`src/rtl/feature_pkg.sv`:
```
// Shared types and helpers for the lagged-difference feature detector.
package feature_pkg;

  localparam int DEFAULT_DATA_W = 16;

  localparam logic MODE_SIGNED = 1'b0;
  localparam logic MODE_ABS    = 1'b1;

  function automatic int ch_w(input int n);
    return (n > 1) ? $clog2(n) : 1;
  endfunction

endpackage

```
`src/rtl/feature_lag_line.sv`:
```
// One channel's sample delay line plus a warm-up counter that
// saturates once the line holds LAG real samples.
module feature_lag_line
  import feature_pkg::*;
#(
  parameter int DATA_W = DEFAULT_DATA_W,
  parameter int LAG    = 2
) (
  input  logic              clk,
  input  logic              rst,
  input  logic              clear,
  input  logic              i_shift,
  input  logic [DATA_W-1:0] i_data,
  output logic [DATA_W-1:0] o_tail,
  output logic              o_warm
);

  localparam int CW = $clog2(LAG + 1);

  logic [DATA_W-1:0] r_hist [LAG];
  logic [CW-1:0]     r_cnt;

  always_ff @(posedge clk or negedge rst) begin
    if (!rst) begin
      for (int i = 0; i < LAG; i++) r_hist[i] <= '0;
      r_cnt <= '0;
    end else if (clear) begin
      for (int i = 0; i < LAG; i++) r_hist[i] <= '0;
      r_cnt <= '0;
    end else if (i_shift) begin
      r_hist[0] <= i_data;
      for (int i = 1; i < LAG; i++) r_hist[i] <= r_hist[i-1];
      if (r_cnt != CW'(LAG)) r_cnt <= r_cnt + 1'b1;
    end
  end

  assign o_tail = r_hist[LAG-1];
  assign o_warm = (r_cnt == CW'(LAG));

endmodule

```
`src/rtl/feature_absdiff_detector.sv`:
```
// Multichannel lagged-difference threshold detector: stage 1 forms
// d = x[n]-x[n-LAG], stage 2 thresholds it and applies refractory gating.
module feature_absdiff_detector
  import feature_pkg::*;
#(
  parameter int DATA_W  = DEFAULT_DATA_W,
  parameter int NUM_CH  = 4,
  parameter int LAG     = 2,
  parameter int REFRACT = 4
) (
  input  logic                      clk,
  input  logic                      rst,
  input  logic                      clear,
  input  logic                      mode,
  input  logic [DATA_W:0]           thresh,
  input  logic                      in_valid,
  input  logic [ch_w(NUM_CH)-1:0]   in_ch,
  input  logic [DATA_W-1:0]         in_data,
  output logic                      out_valid,
  output logic [ch_w(NUM_CH)-1:0]   out_ch,
  output logic [DATA_W:0]           out_mag,
  output logic                      out_event
);

  localparam int CH_W = ch_w(NUM_CH);
  localparam int RW   = (REFRACT > 0) ? $clog2(REFRACT + 1) : 1;

  logic              w_ch_ok;
  logic              w_accept;
  logic [NUM_CH-1:0] w_shift;
  logic [NUM_CH-1:0] w_warm_v;
  logic [DATA_W-1:0] w_tail [NUM_CH];
  logic [DATA_W-1:0] w_tail_sel;
  logic              w_warm_sel;
  logic [DATA_W:0]   w_d;

  if (2 ** CH_W == NUM_CH) begin : g_pow2
    assign w_ch_ok = 1'b1;
  end else begin : g_npow2
    assign w_ch_ok = (in_ch < CH_W'(NUM_CH));
  end

  assign w_accept = in_valid & ~clear & w_ch_ok;

  for (genvar g = 0; g < NUM_CH; g++) begin : g_ch
    assign w_shift[g] = w_accept & (in_ch == CH_W'(g));
    feature_lag_line #(
      .DATA_W (DATA_W),
      .LAG    (LAG)
    ) u_line (
      .clk    (clk),
      .rst    (rst),
      .clear  (clear),
      .i_shift(w_shift[g]),
      .i_data (in_data),
      .o_tail (w_tail[g]),
      .o_warm (w_warm_v[g])
    );
  end

  always_comb begin
    w_tail_sel = '0;
    w_warm_sel = 1'b0;
    for (int c = 0; c < NUM_CH; c++) begin
      if (in_ch == CH_W'(c)) begin
        w_tail_sel = w_tail[c];
        w_warm_sel = w_warm_v[c];
      end
    end
  end

  // one extra bit makes the difference of two DATA_W values exact
  assign w_d = {in_data[DATA_W-1], in_data}
             - {w_tail_sel[DATA_W-1], w_tail_sel};

  logic            r_s1_valid;
  logic [CH_W-1:0] r_s1_ch;
  logic [DATA_W:0] r_s1_d;
  logic            r_s1_warm;

  always_ff @(posedge clk or negedge rst) begin
    if (!rst) begin
      r_s1_valid <= 1'b0;
      r_s1_ch    <= '0;
      r_s1_d     <= '0;
      r_s1_warm  <= 1'b0;
    end else begin
      r_s1_valid <= w_accept;
      if (w_accept) begin
        r_s1_ch   <= in_ch;
        r_s1_d    <= w_d;
        r_s1_warm <= w_warm_sel;
      end
    end
  end

  logic [RW-1:0]   r_refr [NUM_CH];
  logic [RW-1:0]   w_refr_sel;
  logic [DATA_W:0] w_abs;
  logic [DATA_W:0] w_mag;
  logic            w_hit;
  logic            w_event;

  assign w_abs = r_s1_d[DATA_W] ? (~r_s1_d + 1'b1) : r_s1_d;
  assign w_mag = (mode == MODE_ABS) ? w_abs : r_s1_d;
  assign w_hit = (mode == MODE_ABS)
               ? (w_abs > thresh)
               : ($signed({r_s1_d[DATA_W], r_s1_d})
                  > $signed({1'b0, thresh}));

  always_comb begin
    w_refr_sel = '0;
    for (int c = 0; c < NUM_CH; c++) begin
      if (r_s1_ch == CH_W'(c)) w_refr_sel = r_refr[c];
    end
  end

  assign w_event = r_s1_valid & w_hit & r_s1_warm
                 & (w_refr_sel == '0);

  always_ff @(posedge clk or negedge rst) begin
    if (!rst) begin
      for (int c = 0; c < NUM_CH; c++) r_refr[c] <= '0;
    end else if (clear) begin
      for (int c = 0; c < NUM_CH; c++) r_refr[c] <= '0;
    end else if (r_s1_valid) begin
      for (int c = 0; c < NUM_CH; c++) begin
        if (r_s1_ch == CH_W'(c)) begin
          if (w_event)
            r_refr[c] <= RW'(REFRACT);
          else if (r_refr[c] != '0)
            r_refr[c] <= r_refr[c] - 1'b1;
        end
      end
    end
  end

  logic            r_out_valid;
  logic [CH_W-1:0] r_out_ch;
  logic [DATA_W:0] r_out_mag;
  logic            r_out_event;

  always_ff @(posedge clk or negedge rst) begin
    if (!rst) begin
      r_out_valid <= 1'b0;
      r_out_ch    <= '0;
      r_out_mag   <= '0;
      r_out_event <= 1'b0;
    end else begin
      r_out_valid <= r_s1_valid & ~clear;
      r_out_event <= w_event & ~clear;
      if (r_s1_valid & ~clear) begin
        r_out_ch  <= r_s1_ch;
        r_out_mag <= w_mag;
      end
    end
  end

  assign out_valid = r_out_valid;
  assign out_ch    = r_out_ch;
  assign out_mag   = r_out_mag;
  assign out_event = r_out_event;

endmodule

```
`config.mk`:
```
export PLATFORM = sky130hd
export DESIGN_NAME = feature_absdiff_detector
export DESIGN_NICKNAME = d
export VERILOG_FILES = /design/src/rtl/feature_pkg.sv /design/src/rtl/feature_lag_line.sv /design/src/rtl/feature_absdiff_detector.sv
export SDC_FILE = /design/constraint.sdc
export NUM_CORES = 1
export LEC_CHECK = 0
export CAP_MARGIN = 30
export CORE_MARGIN = 1.5
export CORE_UTILIZATION = 54
export CTS_BUF_LIST = sky130_fd_sc_hd__clkbuf_16
export CTS_CLUSTER_DIAMETER = 200
export DETAILED_ROUTE_END_ITERATION = 8
export MAX_ROUTING_LAYER = met4
export PLACE_DENSITY = 0.76
export SETUP_SLACK_MARGIN = 0.5
export SKIP_LAST_GASP = 1
export SYNTH_ARGS = -nofsm -noshare
export SYNTH_HDL_FRONTEND = slang
export SYNTH_SLANG_ARGS = --single-unit
```
`constraint.sdc`:
```
create_clock -name clk -period 4.2 [get_ports clk]
set_clock_uncertainty 0.2 [all_clocks]
set_input_delay 1.26 -clock clk [delete_from_list [all_inputs] [get_ports clk]]
set_output_delay 1.26 -clock clk [all_outputs]
set_load 0.03 [all_outputs]
```
Word level (Yosys, flattened, before mapping)
Index checks and enable logic that the tools add are counted.
- add/subtract/negate cells: 10
- $mul: 0
- div/mod/pow operators: 0
- order comparisons: 2
- equality and inequality tests: 14
- shifts and indexed selects: 0
- mux-type cells: 49
- bitwise gates (word level): 12
- reduce and logical (&&, ||, !) cells: 32
- operators with widths (operator ; number):
    two-way mux 32 bit ; 8
    two-way mux 16 bit ; 4
    two-way mux 3 bit ; 16
    two-way mux 17 bit ; 2
    nonzero test 2 bit ; 13
    two-way mux 12 bit ; 2
    two-way mux 2 bit ; 12
    nonzero test 3 bit ; 8
    > comparator 17 x 18 -> 1 bit ; 1
    adder 17 x 1 -> 17 bit, second input constant ; 1
    > comparator 17 bit ; 1
    NOT 17 bit ; 1
    subtractor 16 x 16 -> 17 bit ; 1
    equality test 2 bit, second input constant ; 8
    AND reduction 3 bit ; 4
    subtractor 3 x 1 -> 3 bit, second input constant ; 4
    bitwise AND 1 bit ; 10
    adder 2 x 1 -> 2 bit, second input constant ; 4
    inequality test 2 bit, second input constant ; 4
    AND reduction 2 bit ; 4
    two-way mux 1 bit ; 5
    equality test 2 x 1 -> 1 bit, second input constant ; 2
    logical NOT 2 bit ; 2
    logical NOT 3 bit ; 1
    NOT 1 bit ; 1
- register bits: 190
- latch bits: 0
- RAM bits: 0
- memory bits (read-only): 0
- input bits: 40
- output and inout port bits: 21
- word-level logic and storage cells: 143
- memories: 0

Longest topological paths before layout
Gate-level depths: netlist (run 1).
- word-level depth: 12
- mapped depth: 17
- mapped depth without buffers: 16

Modules after synthesis
Synthesis (run 1) repeated with hierarchy kept, for this count alone.
- cells, all modules: 1092
- area total of the unflattened synthesis: 11172.0 um^2
- modules (own cells, without submodules) (module ; times used ; cells an instance ; area each (um^2) ; sequential area each (um^2)):
    feature_lag_line ; 4 ; 131 ; 1552.7 ; 850.8
    feature_absdiff_detector ; 1 ; 568 ; 4961.0 ; 1351.3

Worst setup path before layout (run 1)
Ideal clock, no wire load.
- path type: input to register
- from: input port in_ch[0]
- to: register r_s1_d[14]
- setup time: 0.069 ns
- arrival time: 4.382 ns
- data required time: 3.931 ns
- setup slack: -0.451 ns
- cell stages on the path: 12
- buffers on the path: 2
- cells stage by stage: clkbuf_1 buf_1 mux4_2 inv_1 ha_1 nor2b_4 o31a_1 o211ai_2 a21oi_2 o41a_1 or4b_1 nand3_1
- word-level cells in the longest chain between the ends: 6
- elaborated cells on any way between the ends: 9
- those cells by class: add/sub: 1; eq/ne: 3; mux: 4; reduce/logical: 1
- RTL lines (item ; RTL line ; RTL):
    start, declared ; feature_absdiff_detector.sv:17 ; input logic [ch_w(NUM_CH)-1:0] in_ch,
    logical NOT 2 bit ; feature_absdiff_detector.sv:65 ; if (in_ch == CH_W'(c)) begin
    two-way mux 16 bit (3 in series) ; feature_absdiff_detector.sv:65 ;
    two-way mux 16 bit * ; feature_absdiff_detector.sv:65 ;
    subtractor 16 x 16 -> 17 bit * ; feature_absdiff_detector.sv:74 ; - {w_tail_sel[DATA_W-1], w_tail_sel};
    end signal, assigned ; feature_absdiff_detector.sv:91 ; r_s1_d <= w_d;
    end, declared ; feature_absdiff_detector.sv:78 ; logic [DATA_W:0] r_s1_d;
Mark *: on every way between the ends. The rest lies on a longest branch, timed or not.
A chain may end at the register's enable or synchronous reset.

Worst setup path after layout (run 1)
- from: register r_s1_d[0]
- to: register r_refr[8] (netlist name)
- word-level cells in the longest chain between the ends: 12
- elaborated cells on any way between the ends: 15
- those cells by class: add/sub: 1; order compare: 2; mux: 6; bitwise: 4; reduce/logical: 2
- RTL lines (item ; RTL line ; RTL):
    NOT 17 bit ; feature_absdiff_detector.sv:104 ; assign w_abs = r_s1_d[DATA_W] ? (~r_s1_d + 1'b1) : r_s1_d;
    adder 17 x 1 -> 17 bit ; feature_absdiff_detector.sv:104 ;
    two-way mux 17 bit ; feature_absdiff_detector.sv:104 ;
    > comparator 17 bit ; feature_absdiff_detector.sv:107 ; ? (w_abs > thresh)
    two-way mux 1 bit * ; feature_absdiff_detector.sv:107 ;
    bitwise AND 1 bit * (2 in series) ; feature_absdiff_detector.sv:118 ; assign w_event = r_s1_valid & w_hit & r_s1_warm
    bitwise AND 1 bit * ; feature_absdiff_detector.sv:119 ; & (w_refr_sel == '0);
    two-way mux 3 bit ; feature_absdiff_detector.sv:129 ; if (w_event)
    two-way mux 3 bit ; feature_absdiff_detector.sv:128 ; if (r_s1_ch == CH_W'(c)) begin
    two-way mux 12 bit ; feature_absdiff_detector.sv:126 ; end else if (r_s1_valid) begin
    two-way mux 12 bit ; feature_absdiff_detector.sv:124 ; end else if (clear) begin
    end signal, assigned by index ; feature_absdiff_detector.sv:130 ; r_refr[c] <= RW'(REFRACT);
    end signal, assigned by index ; feature_absdiff_detector.sv:132 ; r_refr[c] <= r_refr[c] - 1'b1;
    end, declared ; feature_absdiff_detector.sv:97 ; logic [RW-1:0] r_refr [NUM_CH];
Mark *: on every way between the ends. The rest lies on a longest branch, timed or not. The select of a mux whose other input is x is not followed.

==> results.md, run 1 <==
* CP Launch Type: flip-flop
* Average cell area after synthesis at roughly 8.8 um^2
* Critical Path AT at roughly 4.2 ns
* Port Buf Inserts at 60
* Static Leak at ~0.0056 uW
* Sequential share of power at around 42%
* Seq cells post-synth at 190
* Design area at roughly 0.012 mm^2
* NetSw at approximately 1600 uW
* Final Hold Fails at 0
* Initial antenna violation count at 0
* Post-DP Area at about 0.012 mm^2
* Share of the synthesized area in the top cell type at a little under half
* I/O pin cnt at slightly above 60
* Final GP Congestion at approximately 0.93
* Tcrit/Tclk final at 96.6%
* Crit-path max FO at 7
* Maximum vdd drop at between 0.3 and 0.4 mV
* Run status: complete, no violations
* DR pass1 iterations at 6
* Largest area contributor in the netlist: dfrtp_1
* Worst-margin pin slew at roughly 0.9 ns
* Antenna-violating nets left at 0
* GRT Util Overall at 26.2%
* Nets at 1355
* Chip height at between 100 and 150 um
* Post-route worst setup slack at between 0.1 and 0.15 ns
* Worst Path Required at around 4.3 ns
* Area of the core at roughly 0.019 mm^2
* First-pass GRT wire length at about 40 mm
* TritonCTS Sinks at 190
* Register area share after synthesis at 46.2%
* P&R area growth vs syn at 20.7%
* Hold-fix buffers, CTS at 0
* WL per Instance at 16.1 um
* Via count at approximately 8500
* Largest net degree at the start of global routing at 78
* Fmax at approximately 250 MHz
* Clock root buffer master: clkbuf_16
* HP Class: reg -> reg
* Largest cells by area after synthesis: dfrtp_1, nand2_1, ha_1, o21ai_0, a21oi_1
* # DRC at 0
* CTS tree: done
* Final wirelength at around 24 mm
* Dpl hpwl at around 16 mm
* Post-synth EDFFs at 0
* Main synth FF type: dfrtp_1
* Design Power at 4970 uW
* Syn_nets at between 1000 and 1500
* Overflow after GRT at 0
* Final setup vio count at 0
* Yosys warns at 0
* Cells after Synth at between 1000 and 1500
* Final core utilization at 66.4%
* Post-Place Setup Slack at -0.262 ns
* Die area at just under 0.02 mm^2
* Slew Limit Fails at 0
* Die width at about 140 um
* Crit end category: flip-flop
* Row Count at 50
* Clock power frac at between 30% and 40%
* Unrepaired setup endpoints after global routing: yes
* Synth unique cells at around 60
* Post-Syn Area at just over 0.01 mm^2
* Initial DRC count at 704
* Vias per inst at roughly 5.7
* Max_cap viols at 0
* Gate power share at around 25%
* PD cells at around 400 mW/mm^2
* # fillers at between 1000 and 1500
* Relative slew slack at 39.9%
* Clock Path Buffers at 2
* Ant. Diodes at 0
* H-tree depth at 4
* Sw Share at 31.6%
* Share of cells above drive strength 1 at ~15%
* Clock Pin Slew Worst Setup and Hold Paths at ~0.080 ns
* Power Internal at 3400 uW
* Number of global-route vias before repair at roughly 8200
* WS Path Type: reg -> reg
* Latest clock arrival within the worst-skew pair at 0.44 ns
* Worst hold slack at between 0.2 and 0.3 ns
* Post-synth ARST share at 100%
* Initial Utilization at a little over half
* Minimum clock period at 4.06 ns
* Total CTS buffers at 17
* R2r setup slk at roughly 0.14 ns
-- flip-flops by register name, summed over array words and instances, names as in the netlist --
signal / flops
g_ch.u_line.o_tail: 64
out_mag: 17
out_valid: 1
g_ch.u_line.r_hist: 64
r_refr: 12
out_event: 1
r_s1_warm: 1
out_ch: 2
r_s1_ch: 2
g_ch.u_line.r_cnt: 8
r_s1_d: 17
r_s1_valid: 1
-- logic make-up (layout without fill, tap and decap cells) --
family / Yosys count / in the layout / share of synthesized area [%]
adders and majority gates: 62 / 62 / 7.62
and+or+nand+nor: 480 / 480 / 20.4
DFF: 190 / 190 / 46.2
muxes: 20 / 20 / 3.92
xor gates and xnor gates: 36 / 36 / 3.07
buffers and inverters: 126 / 228 / 4.62
AOI/OAI and AO/OA: 249 / 249 / 14.1
-- final cells by class --
cell class              count  area (um^2)  share of cell area (%)
well taps                 234          293                    2.36
clock buffers              17          425                    3.43
clock inverters            14          161                    1.30
flip-flops and latches    190         4750                    38.3
inverters                  57          214                    1.72
repair buffers            140         1280                    10.3
multi-input cells         847         5290                    42.6
-- metrics by stage --
step,instances,TNS [ns]
finish,1499,0
floorplan,1163,0
global route,1499,0
detailed placement,1454,-1.31
CTS,1493,0
global placement,1454,-0.708
-- worst max-delay path, stage by stage, from the launching register on --
cell and delay [ns]:
dfrtp_1 0.40, inv_2 0.09, ha_4 0.14, or3b_4 0.37
or3_4 0.36, nor2_4 0.17, nand2_4 0.09, buf_6 0.12
o21ai_2 0.13, xnor2_1 0.14, ha_1 0.27, buf_4 0.14
buf_4 0.12, a211oi_2 0.25, o221ai_1 0.16, a32oi_1 0.22
buf_4 0.23, a2111oi_4 0.09, a31o_2 0.25
-- path summary, 6_finish.rpt --
check                                     startpoint                         to  cells past startpoint
max                                        r_s1_d[0]                  r_refr[8]                     18
max in group asynchronous                        rst   g_ch[2].u_line.o_tail[9]                      2
min                        g_ch[3].u_line.r_hist[30]  g_ch[3].u_line.o_tail[14]                      2
max reg2reg                                r_s1_d[0]                  r_refr[8]                     18
min reg2reg                g_ch[3].u_line.r_hist[30]  g_ch[3].u_line.o_tail[14]                      2
min in group asynchronous                        rst                  out_ch[1]                      1
-- power groups by stage --
stage                     sequential (uW)  clock [uW]  combinational [uW]
final                                2090        1630                1250
after global routing                 2110        1730                1400
after CTS                            2090        1660                1230
after detailed placement             2120           0                1170
after global placement               2110           0                1130
after floorplan                      2170           0                 703
-- placed cells by master (no fill, tap or decap), types with 12 or more instances in the layout --
master / n
nand2_1: 317
dfrtp_1: 190
o21ai_0: 95
a21oi_1: 81
buf_4: 72
ha_1: 57
clkdlybuf4s50_1: 56
inv_1: 53
nand3_1: 53
nor2_1: 21
xnor2_1: 18
xor2_1: 18
clkbuf_16: 17
mux4_2: 16
or3_1: 12
-- cells in the mapped netlist (3+ instances only) --
master     instances
o31ai_1            8
o21ai_0          101
o311ai_0           3
nand2b_1          10
ha_1              61
nand3_1           53
a21o_1            10
a211oi_1           5
nand4_1            8
clkbuf_1          61
dfrtp_1          190
xnor2_1           18
a21boi_0           3
a221oi_1           3
or2_2              7
or3_1             13
nor4_1             8
nor2b_1            5
nand2_1          319
xor2_1            18
and3_1             4
or4_1              3
nor3_1            11
o32ai_1            3
o21a_1             5
mux4_2            16
o211ai_1           5
nor2_1            24
a21oi_1           83
inv_1             56
a2111oi_0          3
buf_1              6
nor3b_1            6
-- routing by layer --
metal	GRT usage, %	wire (um)
met2	41.7	11400
met1	34.9	11200
met3	4.35	1090
met4	7.29	467
met5	-	0
-- repair_timing --
action / CTS / global route
gates resized for setup: 30 / 7
pin swaps: 12 / 10
endpoints found under the hold margin: 0 / 0
setup endpoints to repair: 22 / 15
buffers inserted: 8 / 6
Power figures use the tool's default switching activity.
==> run 2: changes to the inputs <==
--- a/config.mk
+++ b/config.mk
@@ -11,6 +11,7 @@
 export CTS_BUF_LIST = sky130_fd_sc_hd__clkbuf_16
 export CTS_CLUSTER_DIAMETER = 200
 export DETAILED_ROUTE_END_ITERATION = 8
+export GPL_TIMING_DRIVEN = 0
 export MAX_ROUTING_LAYER = met4
 export PLACE_DENSITY = 0.76
 export SETUP_SLACK_MARGIN = 0.5
==> run 2 against run 1 <==
Combinational power increased by 4%. Register-to-register slack got worse by 0.04 ns. Cell count increased by 1.3%. Utilization fell by 0.10 points. Sequential power barely moved. Hold slack worse by 0.00069 ns. Fmax is 0.98% lower. Global-route usage rose by 2.4 points. Wire length rose by 8.0%. Critical path depth is the same. Die area did not move. Highest routed layer unchanged.
==> results.md, run 2 (synthesis gave the netlist of run 1 again) <==
* CTS tree: done
* PD cells at between 400 and 500 mW/mm^2
* Final Hold Fails at 0
* NetSw at 1650 uW
* CP Launch Type: flip-flop
* CP Cell Sequence: inv_2 > ha_4 > or3b_4 > or3_4 > nor2_4 > buf_6 > a21boi_4 > xor2_1 > ha_1 > buf_4 > nand4_1 > or2_4 > o41ai_2 > nor2_1 > a32oi_2 > buf_4 > a2111oi_2 > a31o_2
* Clock Pin Slew Worst Setup and Hold Paths at roughly 0.08 ns
* Sw Share at 33.0%
* Critical Path AT at roughly 4.2 ns
* First-pass GRT wire length at 43.2 mm
* TritonCTS Sinks at 190
* Worst-case reg-to-reg path depth at 18
* Max_cap viols at 0
* GRT Util Overall at around 29%
* Overflow after GRT at 0
* R2r setup slk at about 0.10 ns
* Static Leak at approximately 0.0055 uW
* CP max stage delay at a little over 0.4 ns
* Number of global-route vias before repair at just under 9000
* HP Class: reg -> reg
* WS Path Type: reg -> reg
* Total CTS buffers at 17
* Post-DP Area at around 0.011 mm^2
* Final setup vio count at 0
* # fillers at 1487
* Largest net degree at the start of global routing at 124
* Hold-fix buffers, CTS at 0
* Most frequent CP cell: buf_4
* Ant. Diodes at 0
* Gate power share at 25.9%
* Initial antenna violation count at 0
* WL per Instance at around 17 um
* Initial Utilization at a little over half
* Minimum clock period at 4.10 ns
* Worst-margin pin slew at 0.745 ns
* Tcrit/Tclk final at about 98%
* Nets at approximately 1400
* CP max stage cell: dfrtp_2
* Row Count at 50
* Vias per inst at around 5.7
* Relative slew slack at around half
* Dpl hpwl at ~19 mm
* P&R area growth vs syn at 20.5%
* Via count at between 8000 and 9000
* Worst hold slack at between 0.2 and 0.3 ns
* DR pass1 iterations at 8
* Run status: complete, no violations
* H-tree depth at 4
* Power Internal at 3360 uW
* Slew Limit Fails at 0
* Die width at 141 um
* Chip height at between 100 and 150 um
* Crit end category: flip-flop
* Design area at around 0.012 mm^2
* Area of the core at about 0.019 mm^2
* Multi-input logic area at 0.00536 mm^2
* Clock power frac at between 30 and 40%
* Commonest non-fill, non-tap cells in the layout: nand2_1, dfrtp_1, o21ai_0
* Final GP Congestion at slightly below 0.9
* Crit-path max FO at 3
* Initial DRC count at approximately 770
* I/O pin cnt at 61
* Clock root buffer master: clkbuf_16
* Die area at ~0.020 mm^2
* Commonest non-fill, non-tap cell in the layout: nand2_1
* Setup_tns at 0 ns
* Non-Filler Instances at between 1500 and 2000
* Share of cells above drive strength 1 at between 10% and 20%
* # DRC at 0
* Register area at about 0.0048 mm^2
* Clock Path Buffers at 2
* Maximum vdd drop at 0.324 mV
* Fmax at approximately 240 MHz
* Port Buf Inserts at 59
* Unrepaired setup endpoints after global routing: yes
* Final wirelength at 26.1 mm
* Cells after DPL at between 1000 and 1500
* Worst Path Required at between 4 and 5 ns
* Final core utilization at 66.3%
* Latest clock arrival within the worst-skew pair at roughly 0.44 ns
* Antenna-violating nets left at 0
* Hold path depth at 2
* Sequential share of power at around two fifths
[run 2: what timing repair did]
action,4_1_cts,5_1_grt
setup endpoints to repair,26,37
gates cloned,1,0
gates resized for setup,39,24
setup buffers,18,10
pin swaps,23,20
[run 2: area by class of cell]
class	instances	share of cell area [%]
timing repair buffer	89	6.80
inverter	57	1.73
tap	234	2.36
multi-input combinational	847	43.3
clock inverter	15	1.36
sequential	190	38.4
clock buffer	17	3.43
buffer	69	2.70
[run 2: worst paths after layout]
check | startpoint | end
worst max-delay path | r_s1_d[1] | r_refr[8]
worst min-delay path | g_ch[1].u_line.r_hist[22] | g_ch[1].u_line.o_tail[6]
max in group asynchronous | rst | g_ch[0].u_line.r_hist[30]
worst max register to register | r_s1_d[1] | r_refr[8]
min in group asynchronous | rst | r_refr[3]
worst min register to register | g_ch[1].u_line.r_hist[22] | g_ch[1].u_line.o_tail[6]
[run 2: power by group through the flow]
stage / Combinational, uW / Clock [uW] / Sequential, uW
2_1_floorplan: 703 / 0 / 2170
3_3_place_gp: 1130 / 0 / 2090
3_5_place_dp: 1170 / 0 / 2100
4_1_cts: 1260 / 1660 / 2070
5_1_grt: 1440 / 1730 / 2090
6_report: 1300 / 1650 / 2070
[run 2: worst max-delay path: cells and delay by family, from the launching register on]
kind	cells	cell delay (ns)
xor+xnor	1	0.16
flops	1	0.41
fa+ha+maj	2	0.44
compound gates	5	0.90
simple gates	6	1.39
buf+inv	4	0.50
[run 2: per-stage QoR]
step / total power (uW) / setup WS [ns]
finish: 5020 / 0.104
global route: 5260 / -0.0634
global placement: 3220 / -6.15
CTS: 4980 / 0.134
detailed placement: 3270 / -0.825
floorplan: 2870 / 0.107
[run 2: per-layer routing]
metal / global-route usage, % / routed length [um] / up-vias
li1: - / - / 4200
met1: 34.0 / 11200 / 4194
met2: 49.6 / 13300 / 230
met3: 3.70 / 1020 / 55
met4: 10.6 / 667 / 0
met5: - / 0 / -
==> run 3: changes to the inputs <==
==> constraint.sdc (replaced) <==
create_clock -name clk -period 4.2 [get_ports clk]
set_clock_uncertainty 0.2 [all_clocks]
set_input_delay 1.26 -clock clk [delete_from_list [all_inputs] [get_ports clk]]
set_output_delay 1.26 -clock clk [all_outputs]
set_load 0.02 [all_outputs]
==> results of run 3 <==
The final DEF is identical to that of run 2. Status: complete, no violations.
Among the figures that moved: total power 5020 uW -> 4980 uW; worst IR drop on VDD 0.324 mV -> 0.323 mV
